--- src/rtl/clock_set_ctrl.sv ---
// clock_set_ctrl: 1 Hz tick prescaler, button debounce and RUN/SET_HOUR/SET_MIN
// sequencer that edits shadow hour/minute and loads them into the time datapath.
`default_nettype none

module clock_set_ctrl #(
  parameter int CLK_HZ          = 50_000_000,
  parameter int DEBOUNCE_CYCLES = 500_000,
  parameter int BLINK_CYCLES    = 12_500_000
) (
  input  logic       clk,
  input  logic       reset,
  input  logic       switch,
  input  logic       btn_inc,
  input  logic [4:0] cur_hour,
  input  logic [5:0] cur_min,
  output logic       tick,
  output logic       run_en,
  output logic       load,
  output logic [4:0] load_hour,
  output logic [5:0] load_min,
  output logic [5:0] load_sec,
  output logic [1:0] mode,
  output logic       blank_hour,
  output logic       blank_min
);

  localparam int DB_W = (DEBOUNCE_CYCLES > 1) ? $clog2(DEBOUNCE_CYCLES) : 1;
  localparam int PS_W = (CLK_HZ > 1) ? $clog2(CLK_HZ) : 1;
  localparam int BL_W = (BLINK_CYCLES > 1) ? $clog2(BLINK_CYCLES) : 1;

  typedef enum logic [1:0] {
    S_RUN  = 2'd0,
    S_HOUR = 2'd1,
    S_MIN  = 2'd2
  } state_t;

  logic [1:0] btn_raw;
  logic [1:0] press;
  assign btn_raw = {btn_inc, switch};

  for (genvar b = 0; b < 2; b++) begin : g_btn
    logic            sync1_q, sync2_q, db_q, db_dly_q;
    logic [DB_W-1:0] cnt_q;

    always_ff @(posedge clk or negedge reset) begin
      if (!reset) begin
        sync1_q  <= 1'b0;
        sync2_q  <= 1'b0;
        db_q     <= 1'b0;
        db_dly_q <= 1'b0;
        cnt_q    <= '0;
      end else begin
        sync1_q  <= btn_raw[b];
        sync2_q  <= sync1_q;
        db_dly_q <= db_q;
        if (sync2_q == db_q) begin
          cnt_q <= '0;
        end else if (cnt_q == DB_W'(DEBOUNCE_CYCLES - 1)) begin
          db_q  <= sync2_q;
          cnt_q <= '0;
        end else begin
          cnt_q <= cnt_q + DB_W'(1);
        end
      end
    end

    assign press[b] = db_q & ~db_dly_q;
  end

  logic            mode_press, inc_press, inc_hit;
  state_t          state_q, state_d;
  logic [4:0]      hour_q, hour_d;
  logic [5:0]      min_q, min_d;
  logic [PS_W-1:0] ps_q, ps_d;
  logic [BL_W-1:0] blink_q, blink_d;
  logic            phase_q, phase_d;
  logic            tick_q, tick_d, load_q, load_d;
  logic            run_en_q, blank_hour_q, blank_min_q;

  assign mode_press = press[0];
  assign inc_press  = press[1];

  always_comb begin
    state_d = state_q;
    hour_d  = hour_q;
    min_d   = min_q;
    load_d  = 1'b0;
    inc_hit = 1'b0;
    tick_d  = 1'b0;
    ps_d    = '0;
    blink_d = '0;
    phase_d = 1'b0;

    // Mode press has priority; a coincident inc press is dropped.
    case (state_q)
      S_RUN: begin
        if (mode_press) begin
          state_d = S_HOUR;
          hour_d  = cur_hour;
          min_d   = cur_min;
        end
      end
      S_HOUR: begin
        if (mode_press) begin
          state_d = S_MIN;
        end else if (inc_press) begin
          hour_d  = (hour_q == 5'd23) ? 5'd0 : hour_q + 5'd1;
          inc_hit = 1'b1;
        end
      end
      S_MIN: begin
        if (mode_press) begin
          state_d = S_RUN;
          load_d  = 1'b1;
        end else if (inc_press) begin
          min_d   = (min_q == 6'd59) ? 6'd0 : min_q + 6'd1;
          inc_hit = 1'b1;
        end
      end
      default: state_d = S_RUN;
    endcase

    // Prescaler only runs while staying in RUN, so it restarts from 0 after a load.
    if (state_q == S_RUN && state_d == S_RUN) begin
      if (ps_q == PS_W'(CLK_HZ - 1)) begin
        tick_d = 1'b1;
      end else begin
        ps_d = ps_q + PS_W'(1);
      end
    end

    if (state_d != S_RUN && state_d == state_q && !inc_hit) begin
      if (blink_q == BL_W'(BLINK_CYCLES - 1)) begin
        phase_d = ~phase_q;
      end else begin
        blink_d = blink_q + BL_W'(1);
        phase_d = phase_q;
      end
    end
  end

  always_ff @(posedge clk or negedge reset) begin
    if (!reset) begin
      state_q      <= S_RUN;
      hour_q       <= '0;
      min_q        <= '0;
      ps_q         <= '0;
      blink_q      <= '0;
      phase_q      <= 1'b0;
      tick_q       <= 1'b0;
      load_q       <= 1'b0;
      run_en_q     <= 1'b1;
      blank_hour_q <= 1'b0;
      blank_min_q  <= 1'b0;
    end else begin
      state_q      <= state_d;
      hour_q       <= hour_d;
      min_q        <= min_d;
      ps_q         <= ps_d;
      blink_q      <= blink_d;
      phase_q      <= phase_d;
      tick_q       <= tick_d;
      load_q       <= load_d;
      run_en_q     <= (state_d == S_RUN);
      blank_hour_q <= (state_d == S_HOUR) & phase_d;
      blank_min_q  <= (state_d == S_MIN) & phase_d;
    end
  end

  assign tick       = tick_q;
  assign run_en     = run_en_q;
  assign load       = load_q;
  assign load_hour  = hour_q;
  assign load_min   = min_q;
  assign load_sec   = 6'd0;
  assign mode       = state_q;
  assign blank_hour = blank_hour_q;
  assign blank_min  = blank_min_q;

endmodule

`default_nettype wire

--- config.mk ---
export PLATFORM = sky130hd
export DESIGN_NAME = clock_set_ctrl
export DESIGN_NICKNAME = d
export VERILOG_FILES = /design/src/rtl/clock_set_ctrl.sv
export SDC_FILE = /design/constraint.sdc
export NUM_CORES = 1
export LEC_CHECK = 0
export BUFFER_PORTS_ARGS = -buffer_cell sky130_fd_sc_hd__buf_4
export CORE_MARGIN = 3
export CORE_UTILIZATION = 34
export CTS_CLUSTER_SIZE = 28
export DETAILED_ROUTE_END_ITERATION = 10
export HOLD_SLACK_MARGIN = 0.03
export PLACE_DENSITY = 0.51
export RECOVER_POWER = 25
export SYNTH_ARGS = -nofsm -noshare
export SYNTH_HDL_FRONTEND = slang
export SYNTH_SLANG_ARGS = --single-unit
export TNS_END_PERCENT = 50
--- constraint.sdc ---
create_clock -name clk -period 2.3 [get_ports clk]
set_clock_uncertainty 0.2 [all_clocks]
set_input_delay 0.115 -clock clk [delete_from_list [all_inputs] [get_ports clk]]
set_output_delay 0.115 -clock clk [all_outputs]
set_load 0.02 [all_outputs]
======== Word-level counts from Yosys, hierarchy flattened ========
Cells that the tools add are included.
Widths: inputs -> output; s select.
operators by class
  add/subtract/negate cells ............... 6
  equality and inequality tests ........... 18
  multiplexer cells ....................... 31
  bitwise gates (word level) .............. 9
  reductions and logical operators ........ 14
operators by type and width
  cell                   count
  $mux 19                4
  $mux 26                2
  $mux 24                2
  $add 19x1->19 const B  2
  $eq 19x19->1 const B   2
  $add 26x1->26 const B  1
  $eq 26x26->1 const B   1
  $add 24x1->24 const B  1
  $eq 24x24->1 const B   1
  $mux 6                 4
  $mux 5                 4
  $pmux 6 s2             1
  $ne 2x2->1 const B     5
  $pmux 5 s2             1
  $mux 1                 9
  $reduce_and 4->1       2
  $add 6x1->6 const B    1
  $eq 6x6->1 const B     1
  $mux 2                 3
  $pmux 2 s3             1
  $reduce_bool 2->1      3
  $add 5x1->5 const B    1
  $eq 5x5->1 const B     1
  $not 1->1              5
  other kinds (10)       20
storage, ports and cells
  register bits ........................... 115
  bits of input ports ..................... 15
  output and inout bits ................... 24
  word-level logic and storage cells ...... 99

======== Depth between registers and ports, before layout ========
  word-level depth ........................ 9
  depth in mapped cells ................... 8
  mapped depth without buffers ............ 6

======== Least setup slack after synthesis ========
No wires, ideal clock.
  path kind ............................... flip-flop to flip-flop
  start point ............................. register state_q[0] (netlist: mode[0])
  end point ............................... register blink_q[2]
  setup time .............................. 0.141 ns
  arrival ................................. 2.105 ns
  data required time ...................... 1.959 ns
  path slack .............................. -0.146 ns
  cell stages (with the launch flop) ...... 9
  buffers on the path ..................... 2
  clock period less this slack ............ 2.446 ns
  path through ............................ dfrtp_1 -> inv_1 -> ha_1 -> clkbuf_1 -> nor3_1 -> nor2_1 -> nand4_1 -> clkbuf_1 -> nor3_1
between the ends
  word-level cells in the longest chain between the ends .. 6
  elaborated cells on any way between the ends .. 15
  those cells by class .................... 3 x eq/ne; 6 x mux; 6 x reduce/logical
RTL lines
  what                                                         RTL line  source
  from (decl)                                                  71        state_t state_q, state_d;
  from (signal assigned)                                       156       state_q <= state_d;
  $eq 2x2->1, or another cell as far along                     95        case (state_q)
  $pmux 2 s3 / $reduce_or 2->1 (equally long branches)         -
  $eq 2x2->1, or another cell as far along                     132       if (state_d != S_RUN && state_d == state_q && !inc_hit) begin
  $logic_and 1x1->1 / $logic_not 1->1 (equally long branches)  132
  $logic_and 1x1->1 *                                          132
  $mux 24 *                                                    132
  via blink_d[2]                                               75        logic [BL_W-1:0] blink_q, blink_d;
  to (signal assigned)                                         160       blink_q <= blink_d;
  to (decl)                                                    75
The timed path passes the listed nets; every way through them passes the cells marked *.
A chain may end at the register's enable or synchronous reset.

======== Final worst setup path ========
  start point ............................. register g_btn[1].cnt_q[10]
  end point ............................... register g_btn[1].db_q
between the ends
  word-level cells in the longest chain between the ends .. 2
RTL lines
  what                               RTL line  source
  from (decl)                        43        logic [DB_W-1:0] cnt_q;
  from (signal assigned)             62        cnt_q <= cnt_q + DB_W'(1);
  $eq 19x19->1                       58        end else if (cnt_q == DB_W'(DEBOUNCE_CYCLES - 1)) begin
  $reduce_and 2->1 (no source line)  -
  to (signal assigned)               59        db_q <= sync2_q;
  to (decl)                          42        logic sync1_q, sync2_q, db_q, db_dly_q;
No other way between the ends.

==> impl_metrics.toml <==
[floorplan]
ios = 39
initial_utilization_pct = 34.8
die_area_um2 = 19400
fp.dieW_um = 139
core_um2 = 17300
die_h_um = 139
core.rowCount = 48

[pwr]
combPwrFrac_pct = 3.0
powerDensity_nw_per_um2 = 632
p_sw_share_pct = 20.2
clock_power_share_pct = 54.0
intPower_uw = 3810
vdd_drop_max_v = 0.000424
p_switching_uw = 963
leakage_uw = 0.00305
seqPwrFrac_pct = 43.0

[sta]
max_freq_mhz = 447
finalCritPeriodShare_pct = 97.3
max_slew_margin_pct = 21.2
setup-violations-final = 0
drv_slew = 0
min_period_ns = 2.24
hold_violations = 0
tightest_slew_ns = 1.18
rsz0062_at_grt = "true"

[finish]
fin_nets = 725
fillCellCount = 1659
drive_gt1_share_pct = 19.3
fin_cells = 935
area_growth_pct = 25.2
multi_input_area_um2 = 2940
design_area_um2 = 7540
register_area_um2 = 2880
antenna_cells = 0

[drt]
met3_length_um = 451
remaining_drc_errors = 0
top_layer_used = "met4"
dr.pass1.iters = 4
wirelength_met1_um = 6470
wl_um = 13500
antenna_left = 0
wire_per_inst_um = 14.4
via_count = 4973
wl_met2_um = 6360
drt-initial-drc-count = 257
via_per_inst = 5.32

[synth]
yosys_warnings = 0
synthArstFlopShare_pct = 100
ys.flop_type = "dfrtp_1"
syn_area_um2 = 6030
seq_area_frac_synth_pct = 47.8
ys_ff_latch = 115
synth_cells = 608
ys_types = 61
synth_area_per_cell_um2 = 9.91
synth_edf_count = 0

[global_route]
overflow = 0
grt_first_pass_wirelength_um = 23100
antenna_found_initial = 0
grt_util_all_layers_pct = 14.4
grt_pass1_vias = 4865
grt_max_degree = 35

[clocking]
cts.sinks = 115
cts_buffers = 17
path_clk_slew_ns = 0.05
cts_max_level = 4
clock_latency_ns = 0.42
clockBufferDepth = 2
tritoncts = "built"
root_buffer = "clkbuf_16"

[critical_path]
critPathMaxStageDelay_ns = 0.58
worstPathRequired_ns = 2.40
critPathKind = "flip-flop to flip-flop"
slowest_stage = "or4_4"
worstPathCellList = "or4_1 -> or4_4 -> nor2_2 -> mux2_2"
cp-end-kind = "flip-flop"
startpoint_type = "flip-flop"
startpoint = "g_btn[1].cnt_q[10]$_DFF_PN0_"
worstPathMaxFanout = 3
crit_arrival_ns = 2.34
r2r_slack_ns = 0.06
r2r_start = "g_btn[1].cnt_q[10]$_DFF_PN0_"

[placement]
portBuffers = 32
place_hpwl_um = 9250
gp_congestion = 0.828
dp.cells = 889
dpl-instance-area_um2 = 6810

[run]
drv_cap = 0

[status]
status = "finished, final reports clean"

[worst_hold_path]
worstHoldPathType = "input pin to asynchronous set/reset pin"
[worst max-delay path, delay by kind of cell, from the launching register on]
kind	cells	cell delay (ns)
simple gates	3	1.20
flops	1	0.40
mux	1	0.33
[logic make-up (layout without fill, tap and decap cells)]
logic type	after synthesis	after routing	share of synthesized area, %
xor+xnor	48	48	6.98
mux	7	7	1.25
simple gates	272	272	25.7
compound gates	106	106	12.2
flops	115	115	47.8
other cells	1	6	0.0622
fa+ha+maj	10	10	2.08
buf+inv	49	146	3.97
[synthesized netlist by cell type (all sizes together), types with 5 or more instances]
master / instances / area share (%)
inv: 22 / 1.4
buf: 17 / 2.0
clkbuf: 10 / 0.62
and4: 8 / 1.2
nand3: 35 / 2.9
a21oi: 14 / 1.2
or3: 27 / 2.8
nand2: 34 / 2.1
xnor2: 26 / 3.8
a211oi: 28 / 3.9
o21ai: 33 / 3.1
ha: 10 / 2.1
nor4: 12 / 1.5
nand4: 27 / 3.0
dfrtp: 114 / 47
and3: 6 / 0.62
o31ai: 8 / 1.0
nor2: 44 / 2.7
nor3: 33 / 2.7
xor2: 22 / 3.2
or4: 16 / 2.2
and2: 5 / 0.52
[metrics by stage]
step                power, µW  worst slack [ns]  hold slack, ns  utilization (%)  TNS (ns)
floorplan                2140           0.00710          -0.381                -         0
global placement         2210            0.0517          -0.141             39.4         0
detailed placement       2220            0.0255          -0.143             39.4         0
CTS                      4850           0.00186          0.0756             43.6         0
global route             4940           -0.0238           0.150             43.6   -0.0410
finish                   4770            0.0610           0.111             43.6         0
[routing by layer]
| layer | global-route usage (%) | vias to the layer above |
|---|---|---|
| li1 | - | 2431 |
| met1 | 19.1 | 2452 |
| met2 | 23.1 | 78 |
| met3 | 3.52 | 12 |
| met4 | 4.99 | 0 |
| met5 | 0 | - |
[registers in the layout, summed over array words and instances, names as in the netlist, 2 cells and up]
name,cells
g_btn.cnt_q,38
ps_q,26
blink_q,24
load_min,6
load_hour,5
g_btn.db_dly_q,2
g_btn.db_q,2
g_btn.sync1_q,2
g_btn.sync2_q,2
mode,2
[power groups by stage]
stage	Clock, µW	Sequential [µW]	Combinational, µW
6_report	2580	2050	143
5_1_grt	2730	2050	165
4_1_cts	2650	2050	153
3_5_place_dp	0	2080	132
3_3_place_gp	0	2080	130
2_1_floorplan	0	2080	52.8
[final timing paths]
kind / endpoint / cells past startpoint
min in group clk: g_btn[1].sync2_q$_DFF_PN0_ / 0
max in group asynchronous: mode[1]$_DFF_PN0_ / 3
hold reg to reg: g_btn[1].sync2_q$_DFF_PN0_ / 0
setup / recovery: g_btn[1].db_q$_DFFE_PN0P_ / 4
setup reg to reg: g_btn[1].db_q$_DFFE_PN0P_ / 4
hold / removal: g_btn[0].db_dly_q$_DFF_PN0_ / 3
[cell usage in the layout (no fill, tap or decap), types with 11 or more instances in the layout]
master,n
dfrtp_1,112
buf_4,72
nor2_1,43
nand3_1,35
nand2_1,34
nor3_1,33
o21ai_0,30
or3_1,26
xnor2_1,26
nand4_1,25
a211oi_1,23
xor2_1,22
inv_1,22
clkbuf_16,17
dlygate4sd3_1,15
a21oi_1,14
or4_1,12
nor4_1,11
[final cells by class]
type | instances | share of cell area [%]
clock buffer | 24 | 6.65
clock inverter | 5 | 0.995
inverter | 22 | 1.09
multi-input combinational | 449 | 39.0
sequential | 115 | 38.2
tap | 225 | 3.73
timing repair buffer | 95 | 10.3
[timing repair]
item,in CTS,in global routing
hold endpoints to repair,127,0
buffers inserted,0,2
resized for setup,0,4
endpoints found under the setup margin,0,12
hold buffers,15,0
(Power assumes the default switching activity.)
